**config.mk**
```make
export PLATFORM = sky130hd
export DESIGN_NAME = biquad_seq_ctrl
export DESIGN_NICKNAME = d
export VERILOG_FILES = /design/src/rtl/biquad_seq_ctrl.sv
export SDC_FILE = /design/constraint.sdc
export NUM_CORES = 1
export LEC_CHECK = 0
export ABC_AREA = 1
export CAP_MARGIN = 10
export CORE_UTILIZATION = 54
export CTS_BUF_LIST = sky130_fd_sc_hd__clkbuf_8 sky130_fd_sc_hd__clkbuf_16
export DETAILED_ROUTE_END_ITERATION = 10
export GPL_ROUTABILITY_DRIVEN = 0
export PLACE_DENSITY = 0.89
export SLEW_MARGIN = 15
export SYNTH_ARGS = -nofsm -noshare
export SYNTH_HDL_FRONTEND = slang
export SYNTH_SLANG_ARGS = --single-unit
export TNS_END_PERCENT = 20
```
**constraint.sdc**
```tcl
create_clock -name clk -period 3.95 [get_ports clk]
set_clock_uncertainty 0.15 [all_clocks]
set_input_delay 0.79 -clock clk [delete_from_list [all_inputs] [get_ports clk]]
set_output_delay 0.79 -clock clk [all_outputs]
set_load 0.005 [all_outputs]
```
**src/rtl/biquad_seq_ctrl.sv**
```systemverilog
// Sequencer for the shared MAC datapath of the IIR biquad: five timed MAC steps per sample.
// Optional sticky overrun flag and clear_ovr input under `BIQUAD_CTRL_OVERRUN_EN.
module biquad_seq_ctrl #(
   parameter int STEP_CYC = 2
) (
   input  logic       clk,
   input  logic       reset,
   input  logic       start,
`ifdef BIQUAD_CTRL_OVERRUN_EN
   input  logic       clear_ovr,
`endif
   output logic [2:0] controlS,
   output logic [1:0] controlC,
   output logic [2:0] controlZ,
   output logic       en_uk,
   output logic       en_acum1,
   output logic       en_acum2,
   output logic       en_acum3,
   output logic       en_fk,
   output logic       en_yk,
   output logic       shift_en,
   output logic       busy,
   output logic       done,
   output logic       overrun
);

   typedef enum logic [3:0] {
      IDLE, CAPTURE, S0, S1, S2, S3, S4, UPDATE, DONE
   } state_t;

   localparam logic [3:0] LAST = 4'(STEP_CYC - 1);

   state_t     state_q, state_d;
   logic [3:0] cnt_q, cnt_d;
   logic [2:0] sel_s_q, sel_s_d, sel_z_q, sel_z_d;
   logic [1:0] sel_c_q, sel_c_d;
   logic       en_uk_q, en_uk_d, en_a1_q, en_a1_d, en_a2_q, en_a2_d, en_a3_q, en_a3_d;
   logic       en_fk_q, en_fk_d, en_yk_q, en_yk_d, shift_q, shift_d;
   logic       busy_q, busy_d, done_q, done_d, ovr_q, ovr_d;
   logic       step_end, last_d;

   // Next state and step counter; the counter restarts at 0 on every step entry.
   always_comb begin
      state_d  = state_q;
      cnt_d    = cnt_q;
      step_end = (cnt_q == LAST);
      case (state_q)
         IDLE:    if (start) state_d = CAPTURE;
         CAPTURE: begin state_d = S0; cnt_d = '0; end
         S0, S1, S2, S3, S4: begin
            if (step_end) begin
               cnt_d = '0;
               case (state_q)
                  S0:      state_d = S1;
                  S1:      state_d = S2;
                  S2:      state_d = S3;
                  S3:      state_d = S4;
                  default: state_d = UPDATE;
               endcase
            end else begin
               cnt_d = cnt_q + 4'd1;
            end
         end
         UPDATE:  state_d = DONE;
         DONE:    state_d = IDLE;
         default: state_d = IDLE;
      endcase
   end

   // Outputs are decoded from the next state so the registered copies line up with it.
   always_comb begin
      last_d  = (cnt_d == LAST);
      sel_s_d = 3'b000;
      sel_c_d = 2'b00;
      sel_z_d = 3'b000;
      en_uk_d = 1'b0;
      en_a1_d = 1'b0;
      en_a2_d = 1'b0;
      en_a3_d = 1'b0;
      en_fk_d = 1'b0;
      en_yk_d = 1'b0;
      shift_d = 1'b0;
      done_d  = 1'b0;
      busy_d  = (state_d != IDLE);
      case (state_d)
         CAPTURE: en_uk_d = 1'b1;
         S0: begin sel_s_d = 3'b001; sel_c_d = 2'b01; sel_z_d = 3'b001; en_a1_d = last_d; end
         S1: begin
            sel_s_d = 3'b010; sel_c_d = 2'b10; sel_z_d = 3'b011;
            en_a2_d = last_d; en_fk_d = last_d;
         end
         S2: begin sel_s_d = 3'b011; sel_c_d = 2'b11; sel_z_d = 3'b000; en_a1_d = last_d; end
         S3: begin sel_s_d = 3'b100; sel_c_d = 2'b01; sel_z_d = 3'b011; en_a2_d = last_d; end
         S4: begin
            sel_s_d = 3'b101; sel_c_d = 2'b10; sel_z_d = 3'b100;
            en_a3_d = last_d; en_yk_d = last_d;
         end
         UPDATE:  shift_d = 1'b1;
         DONE:    done_d  = 1'b1;
         default: ;
      endcase
`ifdef BIQUAD_CTRL_OVERRUN_EN
      ovr_d = ovr_q;
      if (start && (state_q != IDLE))  ovr_d = 1'b1;
      else if (start && clear_ovr)     ovr_d = 1'b0;
`else
      ovr_d = 1'b0;
`endif
   end

   always_ff @(posedge clk or negedge reset) begin
      if (!reset) begin
         state_q <= IDLE;
         cnt_q   <= '0;
         sel_s_q <= '0;
         sel_c_q <= '0;
         sel_z_q <= '0;
         en_uk_q <= 1'b0;
         en_a1_q <= 1'b0;
         en_a2_q <= 1'b0;
         en_a3_q <= 1'b0;
         en_fk_q <= 1'b0;
         en_yk_q <= 1'b0;
         shift_q <= 1'b0;
         busy_q  <= 1'b0;
         done_q  <= 1'b0;
         ovr_q   <= 1'b0;
      end else begin
         state_q <= state_d;
         cnt_q   <= cnt_d;
         sel_s_q <= sel_s_d;
         sel_c_q <= sel_c_d;
         sel_z_q <= sel_z_d;
         en_uk_q <= en_uk_d;
         en_a1_q <= en_a1_d;
         en_a2_q <= en_a2_d;
         en_a3_q <= en_a3_d;
         en_fk_q <= en_fk_d;
         en_yk_q <= en_yk_d;
         shift_q <= shift_d;
         busy_q  <= busy_d;
         done_q  <= done_d;
         ovr_q   <= ovr_d;
      end
   end

   assign controlS = sel_s_q;
   assign controlC = sel_c_q;
   assign controlZ = sel_z_q;
   assign en_uk    = en_uk_q;
   assign en_acum1 = en_a1_q;
   assign en_acum2 = en_a2_q;
   assign en_acum3 = en_a3_q;
   assign en_fk    = en_fk_q;
   assign en_yk    = en_yk_q;
   assign shift_en = shift_q;
   assign busy     = busy_q;
   assign done     = done_q;
   assign overrun  = ovr_q;

endmodule

```
==> flow_results.org <==
** Logic synthesis
- The number of nets in the synthesized netlist is 126.
- Count of cell types in the netlist :: 21
- After synthesis the netlist holds a flip-flop and latch count of 24.
- For this run, the number of Yosys warnings is 0.
- For this run, the register share of the synthesized area comes to 0.5461.
- Counting every instance in the synthesized netlist gives approximately 120.
- Mean instance size in the synthesized netlist :: ~9.1 um^2
- The synthesized netlist occupies a cell area of 1100 um^2.

** Routing
- Number of antenna-violating nets in the routed design :: 0
- Average wire per cell in the routed design :: around 13 um
- Total detailed-routing wirelength :: around 2.2 mm
- Count of routing violations after the opening detailed-route iteration :: 28
- # DRC :: 0
- First-pass detailed-route iteration total :: 4
- Via count :: 860
- Post-detailed-route via-to-cell ratio :: 5.150

** Run status
- Result of the run :: completed

** Setup path
- The endpoint identified for the worst register-to-register timing path is en_acum1.
- Kind of cell adding the most delay to the critical path :: buffers and inverters
- Slowest stage cell, crit path :: clkdlybuf4s50_1
- Worst path required time :: about 3 ns
- The worst setup path is of the register to output port kind.
- In this run the critical register-to-register path is launched from cnt_q[0].
- Data on the critical path arrives at its endpoint at about 1.2 ns.
- Counting cells, the worst reg-to-reg path comes to 8.
- The signal on the critical path passes through clkdlybuf4s50_1.
- Across all register-to-register paths, the minimum setup slack is ~2.1 ns.
- Counting both buffers and inverters, the worst setup path holds a total of 1.
- Maximum single-stage delay on the critical path :: about 0.54 ns
- Startpoint kind of the worst setup timing path :: register
- Sort of element at the end of the critical path :: output port
- Along the worst path, the maximum fanout reaches 2.

** Power and ir drop
- For this design the static power due to leakage is around 0.73 nW.
- Worst VDD drop :: 0.5050 mV
- Power density cells :: ~800 nW/um^2

** Floorplan
- Measured along the x axis, the die boundary spans roughly 47 um.
- Number of I/O pins :: 21
- The die covers ~2200 um^2.
- Floorplan die height :: 47.13 um
- After floorplanning, the core was divided into 15 placement rows.
- CORE AREA :: around 1800 um^2
- Effective utilization at floorplan :: 0.6041

** STA
- Sum of negative setup slack :: 0 ns
- The tightest hold path in the finished design has a slack of a little over 0.4 ns.
- Setup repair after global routing left no endpoint under its margin.
- Relative max-transition margin :: 0.3339
- Of the available clock period, the critical path in the final layout requires 0.5353.
- Count of final setup violators :: 0
- Final Slew Violations :: 0
- Min cycle time layout :: roughly 2.1 ns
- Hold violation total from the final report :: 0
- Achievable Freq :: 472.9 MHz
- Actual slew at the worst max-slew pin :: around 1.0 ns

** Layout
- After routing the design area is approximately 1400 um^2.
- Net total in the final layout :: roughly 150
- 0 antenna diodes ended up in the layout.
- Fill count :: 135
- P&R area growth vs syn :: 23.78%
- Ratio of cells with drive above 1 in the final layout :: 0.1690
- Measured on the finished design, the core utilization comes to 0.7478.

** Clocking
- Buffer levels on the longest clock path :: 2
- Total of hold buffers inserted after clock tree synthesis :: 0
- The tree is rooted in a clkbuf_8.
- CTS saw 24 sinks.
- Number of H-tree branching levels :: 1
- In this run, CTS created clock tree buffers numbering 3.
- For the worst-skew pair, the clock arrives at the later sink with an insertion delay of ~0.26 ns.
- Postcts setup bufs :: 0
- Total of cells resized after clock tree synthesis :: 0
- TritonCTS built the clock tree.
- Clock-pin slew was measured on the worst setup and hold paths at roughly 0.08 ns.

** GRT
- Via count of the first global-routing pass :: between 700 and 800
- Antenna violations before repair :: 0
- Wire length of the first global-routing pass :: between 3 and 4 mm
- Maximum number of pins on one net before global-route repair :: 25
- Overall routing resource usage :: 0.2280
- Global routing finished with a remaining overflow of 0.

** Flow run
- Count of maximum capacitance violations :: 0

** Worst hold path
- The startpoint identified for the worst hold timing path is cnt_q[1].
- Along the worst hold path, the cell count comes to 2.
- The worst hold path terminates at cnt_q[1].
- Worst hold path class :: register to register

** Placed design
- Buffers placed on the I/O ports in this run total 19.
- Summing all placed instances gives a cell area of ~1300 um^2.
- After legalization and detailed placement, the total HPWL measured approximately 1.7 mm.
[Yosys cell counts, drive strengths merged]
library cell	number	area share
nor3	1	0.0045
dfrtp	24	0.55
nand2	36	0.15
xor2	1	0.0080
nor2	18	0.075
inv	17	0.058
o2bb2ai	1	0.0080
ha	2	0.023
a21oi	4	0.018
nand3	11	0.071
conb	1	0.0034
o21ai	3	0.017
buf	2	0.014
[worst max path at each step]
stage	from	endpoint	slack, ns	cells after the start
global placement	reset	en_fk	1.79	1
floorplan	cnt_q[0]	en_acum2	2.38	8
global route	en_yk	en_acum3	1.83	1
CTS	en_yk	en_acum3	1.83	1
finish	en_yk	en_acum3	1.84	1
detailed placement	reset	en_acum2	1.74	1
[per-layer routing]
| layer | global-route usage | up-vias | wire length [um] |
|---|---|---|---|
| li1 | - | 408 | - |
| met1 | 0.2734 | 418 | 914 |
| met2 | 0.4083 | 29 | 1213 |
| met3 | 0.03462 | 5 | 76 |
| met4 | 0.09143 | 0 | 29 |
| met5 | 0 | - | 0 |
[layout make-up]
class	instances	area, um^2	share of cell area
clock buffers	4	55.05	0.04044
inverters	17	63.81	0.04687
multi-input cells	78	420.4	0.3088
flip-flops and latches	24	600.6	0.4412
well taps	25	31.28	0.02298
repair buffers	19	190.2	0.1397
[where the power goes]
part	switching [mW]	leakage, nW	internal (mW)	total (mW)
clock network	0.0738	0.0288	0.0888	0.163
registers	0.0474	0.321	0.317	0.365
logic	0.335	0.382	0.206	0.541
[state kept, by name (all words and copies together) (netlist names)]
name      cells
en_yk         1
controlS      3
shift_en      1
state_q       4
en_uk         1
cnt_q         4
en_acum2      1
done          1
en_acum1      1
en_fk         1
controlC      2
controlZ      3
busy          1
[cells in the final DEF (no fill, tap or decap), types with 2 or more instances in the layout]
cell type / instances
nand2_1: 28
dfrtp_1: 24
clkdlybuf4s50_1: 19
nor2_1: 14
inv_1: 13
nand3_1: 8
nand2_2: 5
inv_2: 4
a21oi_1: 4
clkbuf_8: 4
nor2_2: 3
nand2_4: 3
nand3_2: 2
o21ai_0: 2
ha_1: 2
[metrics by stage]
| stage | cells | total power [mW] | worst slack (ns) |
|---|---|---|---|
| 6_report | 167 | 1.068 | 1.836 |
| 5_1_grt | 167 | 1.142 | 1.830 |
| 4_1_cts | 167 | 1.068 | 1.831 |
| 3_5_place_dp | 163 | 0.8990 | 1.742 |
| 3_3_place_gp | 163 | 0.8663 | 1.789 |
| 2_1_floorplan | 121 | 0.7205 | 2.383 |
[kinds of logic after synthesis]
group,Yosys count,share of synthesized area
other cells,1,0.003410
xor+xnor,1,0.007965
flops,24,0.5461
buf+inv,19,0.07167
compound gates,8,0.04323
simple gates,66,0.3049
fa+ha+maj,2,0.02275
Power figures use the tool's default switching activity.
